## config.mk

```make
export PLATFORM = sky130hd
export DESIGN_NAME = hack_and16_core
export DESIGN_NICKNAME = d
export VERILOG_FILES = /design/src/rtl/hack_pkg.sv /design/src/rtl/hack_and16_bitwise.sv /design/src/rtl/hack_and16_core.sv
export SDC_FILE = /design/constraint.sdc
export NUM_CORES = 1
export LEC_CHECK = 0
export CAP_MARGIN = 20
export CELL_PAD_IN_SITES_DETAIL_PLACEMENT = 0
export CELL_PAD_IN_SITES_GLOBAL_PLACEMENT = 1
export CORE_UTILIZATION = 46
export CTS_BUF_LIST = sky130_fd_sc_hd__clkbuf_8
export CTS_CLUSTER_DIAMETER = 100
export DETAILED_ROUTE_END_ITERATION = 7
export DONT_BUFFER_PORTS = 1
export HOLD_SLACK_MARGIN = 0.06
export PLACE_DENSITY = 0.81
export SLEW_MARGIN = 20
export SYNTH_ARGS = -nofsm -noshare
export SYNTH_HDL_FRONTEND = slang
export SYNTH_SLANG_ARGS = --single-unit
```

## constraint.sdc

```tcl
create_clock -name clk -period 1.4 [get_ports clk]
set_input_delay 0.42 -clock clk [delete_from_list [all_inputs] [get_ports clk]]
set_output_delay 0.42 -clock clk [all_outputs]
set_load 0.02 [all_outputs]
```

## src/rtl/hack_pkg.sv

```systemverilog
// Shared Hack datapath definitions: machine word width and word type.
package hack_pkg;

  localparam int unsigned HACK_WORD_W = 16;

  typedef logic [HACK_WORD_W-1:0] hack_word_t;

endpackage

```

## src/rtl/hack_and16_bitwise.sv

```systemverilog
// Purely combinational WIDTH-wide bitwise AND.
module hack_and16_bitwise
  import hack_pkg::*;
#(
  parameter int unsigned WIDTH = HACK_WORD_W
) (
  input  logic [WIDTH-1:0] a,
  input  logic [WIDTH-1:0] b,
  output logic [WIDTH-1:0] y
);

  assign y = a & b;

endmodule

```

## src/rtl/hack_and16_core.sv

```systemverilog
// Registered bitwise AND stage with valid/ready handshakes on both sides.
// Optional zr/ng result flags are enabled by defining HACK_AND16_FLAGS_EN.
module hack_and16_core
  import hack_pkg::*;
#(
  parameter int unsigned WIDTH = HACK_WORD_W
) (
  input  logic             clk,
  input  logic             rst_n,
  input  logic [WIDTH-1:0] a,
  input  logic [WIDTH-1:0] b,
  input  logic             in_valid,
  output logic             in_ready,
  output logic [WIDTH-1:0] out,
  output logic             out_valid,
  input  logic             out_ready
`ifdef HACK_AND16_FLAGS_EN
  ,
  output logic             zr,
  output logic             ng
`endif
);

  logic [WIDTH-1:0] and_res;
  logic [WIDTH-1:0] out_d, out_q;
  logic             valid_d, valid_q;
  logic             accept;

  hack_and16_bitwise #(
    .WIDTH(WIDTH)
  ) u_bitwise (
    .a(a),
    .b(b),
    .y(and_res)
  );

  // Empty, or draining this cycle, so a new result can take the slot with no bubble.
  assign in_ready = ~valid_q | out_ready;
  assign accept   = in_valid & in_ready;

  always_comb begin
    out_d   = out_q;
    valid_d = valid_q;
    if (accept) begin
      out_d   = and_res;
      valid_d = 1'b1;
    end else if (valid_q && out_ready) begin
      valid_d = 1'b0;
    end
  end

  always_ff @(posedge clk or negedge rst_n) begin
    if (!rst_n) begin
      out_q   <= '0;
      valid_q <= 1'b0;
    end else begin
      out_q   <= out_d;
      valid_q <= valid_d;
    end
  end

  assign out       = out_q;
  assign out_valid = valid_q;

`ifdef HACK_AND16_FLAGS_EN
  logic zr_q, ng_q;

  always_ff @(posedge clk or negedge rst_n) begin
    if (!rst_n) begin
      zr_q <= 1'b0;
      ng_q <= 1'b0;
    end else if (accept) begin
      zr_q <= ~|and_res;
      ng_q <= and_res[WIDTH-1];
    end
  end

  assign zr = zr_q;
  assign ng = ng_q;
`endif

endmodule

```

==> metrics.log, run 1 <==
INFO  metric worst_setup_slack_for_register_to_register_paths = around 220 ps
INFO  metric resize_count_post_cts = 0
INFO  metric io-pin-count = 54
INFO  metric placed_cells_incl_taps = 69
INFO  metric cp_cell_sequence = nand2b_4
INFO  metric drt-wirelength-per-cell = between 15 and 20 microns
INFO  metric first_iter_violations = 9
INFO  metric power_switching_share = 27.1%
INFO  metric floorplan.die.width = about 43 microns
INFO  metric gp_congestion = ~0.64
INFO  metric routed_via_density = 6.70
INFO  metric vias = 496
INFO  metric route.final.wire_length = 1360 microns
INFO  metric timing.rr.end = out[10]
INFO  metric outcome = finished clean
INFO  metric leakage = between 0.0004 and 0.0005 uW
INFO  metric starting_utilization_of_the_core_area = 50.1%
INFO  metric finalInstanceArea = 800 sq um
INFO  metric post_synth_instance_area = around 760 sq um
INFO  metric first_global_vias = approximately 470
INFO  metric cap_violations = 0
INFO  metric worst-path-max-fanout = 19
INFO  metric worst_hold_path.endpoint = out_valid
INFO  metric ir_drop = 649 uV
INFO  metric maxSlewHeadroom = 51.5%
INFO  metric worst_path_max_delay_cell = dfrtp_1
INFO  metric synth-edff-count = 0
INFO  metric globalRouteTotalUtil = 15.9%
INFO  metric antenna_left = 0
INFO  metric timing_worst_setup_path_type = reg -> out
INFO  metric synth_sequential_area_ratio = 55.7%
INFO  metric cts.path.max_buffers = 2
INFO  metric hold_slack = 289 ps
INFO  metric synthesis_stage_register_bit_count = 17
INFO  metric power-per-cell-area = 1350 nW/um^2
INFO  metric numClockSinks = 17
INFO  metric synthMostInstantiatedCell = dfrtp_1
INFO  metric synth-main-ff-cell = dfrtp_1
INFO  metric die_y = 42.7 microns
INFO  metric mappedNetlistNets = 93
INFO  metric timing.final.crit_period = 1310 ps
INFO  metric finalSetupTns = 0 ps
INFO  metric hold_class = in -> reg
INFO  metric yosysTopAreaCellShare = 55.7%
INFO  metric drc_errors = 0
INFO  metric min-delay-start = in_valid
INFO  metric area_growth_syn_to_layout = 4.75%
INFO  metric synth_common_cells = 17 x dfrtp_1, 16 x nand4_1, 12 x a21bo_1
INFO  metric power.combinational.fraction = 9.2%
INFO  metric data_arrival_time_of_the_critical_path = 890 ps
INFO  metric final_cells = 74
INFO  metric net-switching-power = 293 uW
INFO  metric cts_tree = yes
INFO  metric post-cts-setup-buffer-count = 0
INFO  metric post_synth_inst_count = 57
INFO  metric drt-pass1-iter-count = 2
INFO  metric r2r-start = out_valid
INFO  metric design.core.area = roughly 1500 sq um
INFO  metric power_frac_clock = between 30% and 40%
INFO  metric mean_instance_size_in_the_synthesized_netlist = 13.4 sq um
INFO  metric port_buffers = 0
INFO  metric tritoncts.num_buffers = 3
INFO  metric antenna_violations_before_repair = 0
INFO  metric asyncSetResetFlopFracSynth = 100%
INFO  metric cts_hold_buf = 1
INFO  metric fp.dieArea = 1830 sq um
INFO  metric timing.clock.skew = 3.03 ps
INFO  metric cell_internal_pwr = 789 uW
INFO  metric drive_above_1_share = 17.2%
INFO  metric num-fill-cells = 135
INFO  metric timing.final.hold_violations = 0
INFO  metric endpoint_kind = primary output
INFO  metric cp_data_required_time = 980 ps
INFO  metric min_path_cells = 1
INFO  metric timing.critical_path.max_delay_family = flip-flops
INFO  metric seq_pwr_share = 59.3%
INFO  metric timing_max_transition_violations_final = 0
INFO  metric synth_top_area_cell = dfrtp_1
INFO  metric clkLatencyLatePin = 240 ps
INFO  metric cts_root_buffer_type = clkbuf_8
INFO  metric number_of_failing_setup_endpoints_in_the_final_timing_report = 0
INFO  metric fmax = 763 MHz
INFO  metric worst_pin_slew = 725 ps
INFO  metric clkTransAtPathRegs = roughly 60 ps
INFO  metric placement.cell_area = 744 sq um
INFO  metric worstPathBufferInverterCount = 0
INFO  metric timing.reg2reg.worst_path_depth = 3
INFO  metric cts_htree_levels = 1
INFO  metric final.period_utilization = slightly above 90%
INFO  metric finalCoreUtilization = roughly 52%
INFO  metric crit_path_max_incr_delay = 400 ps
INFO  metric synth.top_cells.by_area = dfrtp_1 56%, a21bo_1 16%, nand4_1 13%
INFO  metric grt_remaining_overflow = 0
INFO  metric yosysWarnings = 0
INFO  metric grt_start_max_net_pins = 20
INFO  metric cp-start-kind = flop
INFO  metric grt_pass1_wl = ~2100 microns
INFO  metric rsz0062_at_grt = false
INFO  metric final_net_count = 95
INFO  metric floorplan.rows = 14
INFO  metric antenna_cells = 0
INFO  metric netlist-cell-type-count = 10
## state kept, by name, summed over array words and instances (netlist names)
register and cells:
out 16, out_valid 1
## power groups by stage
stage               clock [uW]  sequential [uW]  combinational [uW]
detailed placement           0              651                92.4
floorplan                    0              644                96.6
finish                     340              642                 100
global route               370              649                 114
CTS                        354              643                 103
global placement             0              651                87.3
## layer usage
metal  vias up  routed length, microns  track usage, %  part of all wire [%]
li1        220                       -               -                     -
met1       243                     507            17.5                    37
met2        31                     651            23.9                    48
met3         2                     189            9.79                    14
met4         0                       6            7.50                  0.44
met5         -                       0               0                     0
## layout by cell type, fill, tap and decap left out, drive strengths merged
cell type / Yosys / routed
dlygate4sd3: 0 / 1
nand2: 1 / 1
dfrtp: 17 / 17
clkbuf: 0 / 3
buf: 5 / 1
nand2b: 2 / 2
a21bo: 16 / 16
nand4: 16 / 16
inv: 0 / 1
## layout make-up
class                      count  area (sq um)  share of cell area [%]
tap                           16          20.0                    2.50
multi-input combinational     35           292                    36.5
clock buffer                   3          41.3                    5.16
timing repair buffer           2          17.5                    2.19
clock inverter                 1          3.75                   0.469
sequential                    17           425                    53.2
## logic make-up (layout without fill, tap and decap cells)
kind of cell | Yosys count | count (layout) | share of synthesized area, %
flops | 17 | 17 | 55.7
buf+inv | 5 | 6 | 6.06
simple gates | 19 | 19 | 17.2
compound gates | 16 | 16 | 21.0
## stage by stage
stage	power, uW	worst slack, ps
finish	1080	89.9
global route	1130	51.5
CTS	1100	74.7
detailed placement	744	158
global placement	738	186
floorplan	740	152
## worst max path at each step
stage               startpoint        to  slack (ps)  cells past startpoint
detailed placement   out_ready   out[10]         160                      3
global placement     out_ready   out[11]         190                      3
floorplan            out_valid  in_ready         150                      3
CTS                  out_valid  in_ready          70                      1
global route         out_valid  in_ready          50                      1
finish               out_valid  in_ready          90                      1
Power figures use the tool's default switching activity.
==> run 2: changes to the inputs <==
Settings changed: MAX_ROUTING_LAYER set to met4.
==> metrics.log, run 2 (same netlist as run 1, synthesis figures left out) <==
INFO  metric final_net_count = 95 (unchanged)
INFO  metric number_of_flip_flops_under_the_largest_register_name = 16 (unchanged)
INFO  metric postLayoutSetupSlackWorst = 90.0 ps (+0.0552 ps)
INFO  metric min_path_cells = 1 (unchanged)
INFO  metric floorplan.die.width = 42.7 microns (unchanged)
INFO  metric antenna_violations_before_repair = 0 (unchanged)
INFO  metric cell_internal_pwr = 789 uW (about the same)
INFO  metric port_buffers = 0 (unchanged)
INFO  metric net-switching-power = 293 uW (about the same)
INFO  metric finalSetupTns = 0 ps (unchanged)
INFO  metric cts_htree_levels = 1 (unchanged)
INFO  metric starting_utilization_of_the_core_area = 50.1% (unchanged)
INFO  metric cap_violations = 0 (unchanged)
INFO  metric worstPathBufferInverterCount = 0 (unchanged)
INFO  metric numClockSinks = 17 (unchanged)
INFO  metric route.final.wire_length = 1360 microns (+0.15%)
INFO  metric power_frac_clock = 31.4% (about the same)
INFO  metric design.core.area = 1520 sq um (unchanged)
INFO  metric fp.dieArea = 1830 sq um (unchanged)
INFO  metric place_ws = 158 ps (unchanged)
INFO  metric die_y = 42.7 microns (unchanged)
INFO  metric power-per-cell-area = 1350 nW/um^2 (about the same)
INFO  metric grt_pass1_wl = 2140 microns (unchanged)
INFO  metric fmax = 763 MHz (about the same)
INFO  metric cts_hold_buf = 1 (unchanged)
INFO  metric layout.cells.most_common_list = 17 x dfrtp_1, 16 x nand4_1, 12 x a21bo_1
INFO  metric globalRouteTotalUtil = 16.3% (+0.44 points)
INFO  metric timing.critical_path.max_delay_family = flip-flops
INFO  metric timing.final.crit_period = 1310 ps (-0.0552 ps)
INFO  metric worst_path_max_delay_cell = dfrtp_1
INFO  metric worst_hold_path.endpoint = out_valid
INFO  metric timing_worst_setup_path_type = reg -> out
INFO  metric leakage = 0.000448 uW (unchanged)
INFO  metric drt-wirelength-per-cell = 18.3 microns (+0.15%)
INFO  metric area_growth_syn_to_layout = 4.75% (unchanged)
INFO  metric drive_above_1_share = 17.2% (unchanged)
INFO  metric cp-start-kind = flop
INFO  metric timing.clock.skew = 2.98 ps (-0.0483 ps)
INFO  metric resize_count_post_cts = 0 (unchanged)
INFO  metric first_iter_violations = 9 (unchanged)
INFO  metric power_switching_share = 27.1% (about the same)
INFO  metric maxSlewHeadroom = 51.5% (about the same)
INFO  metric min-delay-start = in_valid
INFO  metric crit_path_max_incr_delay = 400 ps (about the same)
INFO  metric cp_data_required_time = 980 ps (about the same)
INFO  metric r2r-start = out_valid
INFO  metric data_arrival_time_of_the_critical_path = 890 ps (about the same)
INFO  metric grt_start_max_net_pins = 20 (unchanged)
INFO  metric rsz0062_at_grt = false
INFO  metric ir_drop = 649 uV (unchanged)
INFO  metric number_of_failing_setup_endpoints_in_the_final_timing_report = 0 (unchanged)
INFO  metric mostFrequentLayoutCell = dfrtp_1
INFO  metric post-cts-setup-buffer-count = 0 (unchanged)
INFO  metric tritoncts.num_buffers = 3 (unchanged)
INFO  metric timing_max_transition_violations_final = 0 (unchanged)
INFO  metric seq_pwr_share = 59.3% (about the same)
INFO  metric final.period_utilization = 93.6% (about the same)
INFO  metric num-fill-cells = 135 (unchanged)
INFO  metric cts_root_buffer_type = clkbuf_8
INFO  metric worst_pin_slew = 725 ps (+0.0806 ps)
INFO  metric drt-pass1-iter-count = 2 (unchanged)
INFO  metric antenna_left = 0 (unchanged)
INFO  metric vias = 495 (-0.20%)
INFO  metric placed_cells_incl_taps = 69 (unchanged)
INFO  metric final_cells = 74 (unchanged)
INFO  metric clkLatencyLatePin = 240 ps (about the same)
INFO  metric first_global_vias = 474 (+0.21%)
INFO  metric worst_setup_slack_for_register_to_register_paths = 220 ps (about the same)
INFO  metric timing.reg2reg.worst_path_depth = 3 (unchanged)
INFO  metric gp_congestion = 0.647 (+0.84%)
INFO  metric antenna_cells = 0 (unchanged)
INFO  metric floorplan.rows = 14 (unchanged)
INFO  metric timing.final.hold_violations = 0 (unchanged)
INFO  metric sequential_cell_area = 425 sq um (unchanged)
INFO  metric hold_class = in -> reg
INFO  metric routed_via_density = 6.69 (-0.20%)
INFO  metric power.combinational.fraction = 9.2% (about the same)
INFO  metric outcome = finished clean
INFO  metric grt_remaining_overflow = 0 (unchanged)
INFO  metric worst-path-max-fanout = 19 (unchanged)
INFO  metric cts_tree = yes
INFO  metric drc_errors = 0 (unchanged)
INFO  metric timing.rr.end = out[10]
INFO  metric cp_cell_sequence = nand2b_4
INFO  metric clkTransAtPathRegs = 60 ps (about the same)
INFO  metric multi_input_area = 292 sq um (unchanged)
INFO  metric io-pin-count = 54 (unchanged)
INFO  metric cts.path.max_buffers = 2 (unchanged)
INFO  metric endpoint_kind = primary output
-- run 2: cell counts in the layout (fill, tap and decap cells not counted) --
No cell type changed its count.
-- run 2: power by group through the flow --
stage | Clock [uW] | Combinational [uW] | Sequential, uW
final | 340 | 100 | 642
after global routing | 370 | 114 | 649
after CTS | 354 | 103 | 643
after detailed placement | 0 | 92.4 | 651
after global placement | 0 | 87.3 | 651
after floorplan | 0 | 96.6 | 644
-- run 2: how the worst max path moves through the flow --
stage	from	depth (start not counted)	endpoint
after floorplan	out_valid	3	in_ready
after global placement	out_ready	3	out[11]
after detailed placement	out_ready	3	out[10]
after CTS	out_valid	1	in_ready
after global routing	out_valid	1	in_ready
final	out_valid	1	in_ready
-- run 2: layout make-up --
class	instances	area share, %
sequential	17	53.2
multi-input combinational	35	36.5
clock buffer	3	5.16
tap	16	2.50
timing repair buffer	2	2.19
clock inverter	1	0.469
-- run 2: layer usage --
| layer | track usage, % | routed length [microns] |
|---|---|---|
| met5 | - | 0 |
| met4 | 7.50 | 6 |
| met3 | 8.09 | 167 |
| met1 | 18.7 | 529 |
| met2 | 23.9 | 652 |
-- run 2: stage by stage --
stage	power, uW	util [%]	instance area [sq um]	hold slack [ps]
after detailed placement	744	48.9	744	125
after CTS	1100	52.5	800	281
after global placement	738	48.9	744	125
after global routing	1130	52.5	800	302
final	1080	52.5	800	289
after floorplan	740	-	763	124
==> run 3: changes to the inputs <==
Clock period 1.4 ns to 1.36 ns, I/O delays scaled along.
==> metrics.log, run 3 (same netlist as run 1, synthesis figures left out) <==
INFO  metric fmax = 765 MHz
INFO  metric placed_cells_incl_taps = 69 (unchanged)
INFO  metric design.core.area = 1520 sq um (unchanged)
INFO  metric design_power_total = 1120 uW (+3.2%)
INFO  metric cp_cell_sequence = nand2b_4
INFO  metric number_of_failing_setup_endpoints_in_the_final_timing_report = 0 (unchanged)
INFO  metric rsz0062_at_grt = false
INFO  metric cap_violations = 0 (unchanged)
INFO  metric mostFrequentLayoutCell = dfrtp_1
INFO  metric num-fill-cells = 137 (+1.5%)
INFO  metric routed_via_density = 6.54 (-2.2%)
INFO  metric endpoint_kind = primary output
INFO  metric finalCoreUtilization = 52.5% (unchanged)
INFO  metric grt_start_max_net_pins = 20 (unchanged)
INFO  metric port_buffers = 0 (unchanged)
INFO  metric first_iter_violations = 2 (-7)
INFO  metric floorplan.rows = 14 (unchanged)
INFO  metric die_y = 42.7 microns (unchanged)
INFO  metric io-pin-count = 54 (unchanged)
INFO  metric ir_drop = 786 uV (+21%)
INFO  metric first_global_vias = 466 (-1.7%)
INFO  metric crit_path_max_incr_delay = 400 ps (about the same)
INFO  metric timing_max_transition_violations_final = 0 (unchanged)
INFO  metric floorplan.die.width = 42.7 microns (unchanged)
INFO  metric tritoncts.num_buffers = 3 (unchanged)
INFO  metric worst-path-max-fanout = 19 (unchanged)
INFO  metric timing.clock.skew = 0.467 ps (-2.51 ps)
INFO  metric vias = 484 (-2.2%)
INFO  metric clkTransAtPathRegs = 60 ps (about the same)
INFO  metric worstPathBufferInverterCount = 0 (unchanged)
INFO  metric cts_htree_levels = 1 (unchanged)
INFO  metric maxSlewHeadroom = 51.1% (-0.42 points)
INFO  metric data_arrival_time_of_the_critical_path = 900 ps (about the same)
INFO  metric route.final.wire_length = 1360 microns (+0.15%)
INFO  metric number_of_flip_flops_under_the_largest_register_name = 16 (unchanged)
INFO  metric starting_utilization_of_the_core_area = 50.1% (unchanged)
INFO  metric timing.final.crit_period = 1310 ps
INFO  metric placement.cell_area = 744 sq um (unchanged)
INFO  metric drt-pass1-iter-count = 2 (unchanged)
INFO  metric finalSetupTns = 0 ps (unchanged)
INFO  metric final_net_count = 95 (unchanged)
INFO  metric antenna_left = 0 (unchanged)
INFO  metric worst_setup_slack_for_register_to_register_paths = 170 ps (-50 ps)
INFO  metric timing_worst_setup_path_type = reg -> out
INFO  metric antenna_cells = 0 (unchanged)
INFO  metric outcome = finished clean
INFO  metric power-per-cell-area = 1400 nW/um^2 (+3.2%)
INFO  metric cts_hold_buf = 1 (unchanged)
INFO  metric antenna_violations_before_repair = 0 (unchanged)
INFO  metric hold_class = in -> reg
INFO  metric finalInstanceArea = 800 sq um (unchanged)
INFO  metric cp-start-kind = flop
INFO  metric gp_congestion = 0.645 (-0.25%)
INFO  metric drc_errors = 0 (unchanged)
INFO  metric timing.final.hold_violations = 0 (unchanged)
INFO  metric cts_tree = yes
INFO  metric final.period_utilization = 96.1%
INFO  metric resize_count_post_cts = 0 (unchanged)
INFO  metric fp.dieArea = 1830 sq um (unchanged)
INFO  metric drive_above_1_share = 17.2% (unchanged)
INFO  metric layout.cells.most_common_list = 17 x dfrtp_1, 16 x nand4_1, 12 x a21bo_1
INFO  metric grt_remaining_overflow = 0 (unchanged)
INFO  metric drt-wirelength-per-cell = 18.4 microns (+0.15%)
INFO  metric globalRouteTotalUtil = 16.1% (-0.21 points)
INFO  metric area_growth_syn_to_layout = 4.75% (unchanged)
INFO  metric cts.path.max_buffers = 2 (unchanged)
INFO  metric cp_data_required_time = 950 ps (-30 ps)
INFO  metric final_cells = 74 (unchanged)
INFO  metric cts_root_buffer_type = clkbuf_8
INFO  metric leakage = 0.000448 uW (unchanged)
INFO  metric worst_pin_slew = 732 ps (+6.22 ps)
INFO  metric clkLatencyLatePin = 240 ps (about the same)
INFO  metric numClockSinks = 17 (unchanged)
INFO  metric post-cts-setup-buffer-count = 0 (unchanged)
INFO  metric timing.critical_path.max_delay_family = flip-flops
INFO  metric grt_pass1_wl = 2150 microns (+0.61%)
INFO  metric worst_path_max_delay_cell = dfrtp_1
[run 3: worst paths after layout]
| kind | depth (start not counted) | endpoint | from |
|---|---|---|---|
| max | 1 | in_ready | out_valid |
| min | 1 | out_valid | in_valid |
| max reg2reg | 3 | out[9] | out_valid |
| min reg2reg | 1 | out[2] | out[2] |
| max in group asynchronous | 1 | out[8] | rst_n |
| min in group asynchronous | 1 | out[0] | rst_n |
[run 3: cell type report]
cell class	count	area, sq um	area share, %
Sequential cell	17	425	53.2
Multi-Input combinational cell	35	292	36.5
Clock buffer	3	41.3	5.16
Tap cell	16	20.0	2.50
Timing Repair Buffer	2	17.5	2.19
Clock inverter	1	3.75	0.469
[run 3: power by group]
part	leakage [uW]	total, uW	internal (uW)	switching [uW]
combinational	0.000202	104	53.6	50.0
sequential	0.000219	660	559	102
clock	0.0000269	352	199	153
total	0.000448	1120	812	304
[run 3: per-layer routing]
layer,wire (microns),vias to the layer above,global-route usage [%],part of all wire (%)
met4,6,0,5.63,0.44
met1,549,236,18.3,40
met2,627,29,24.5,46
met3,175,2,8.09,13
met5,0,-,-,0
li1,-,217,-,-
[run 3: per-stage QoR]
step | setup WS, ps | hold slack [ps]
3_3_place_gp | 158 | 113
2_1_floorplan | 124 | 112
4_1_cts | 50.3 | 267
3_5_place_dp | 135 | 113
6_report | 52.7 | 272
5_1_grt | 22.9 | 272
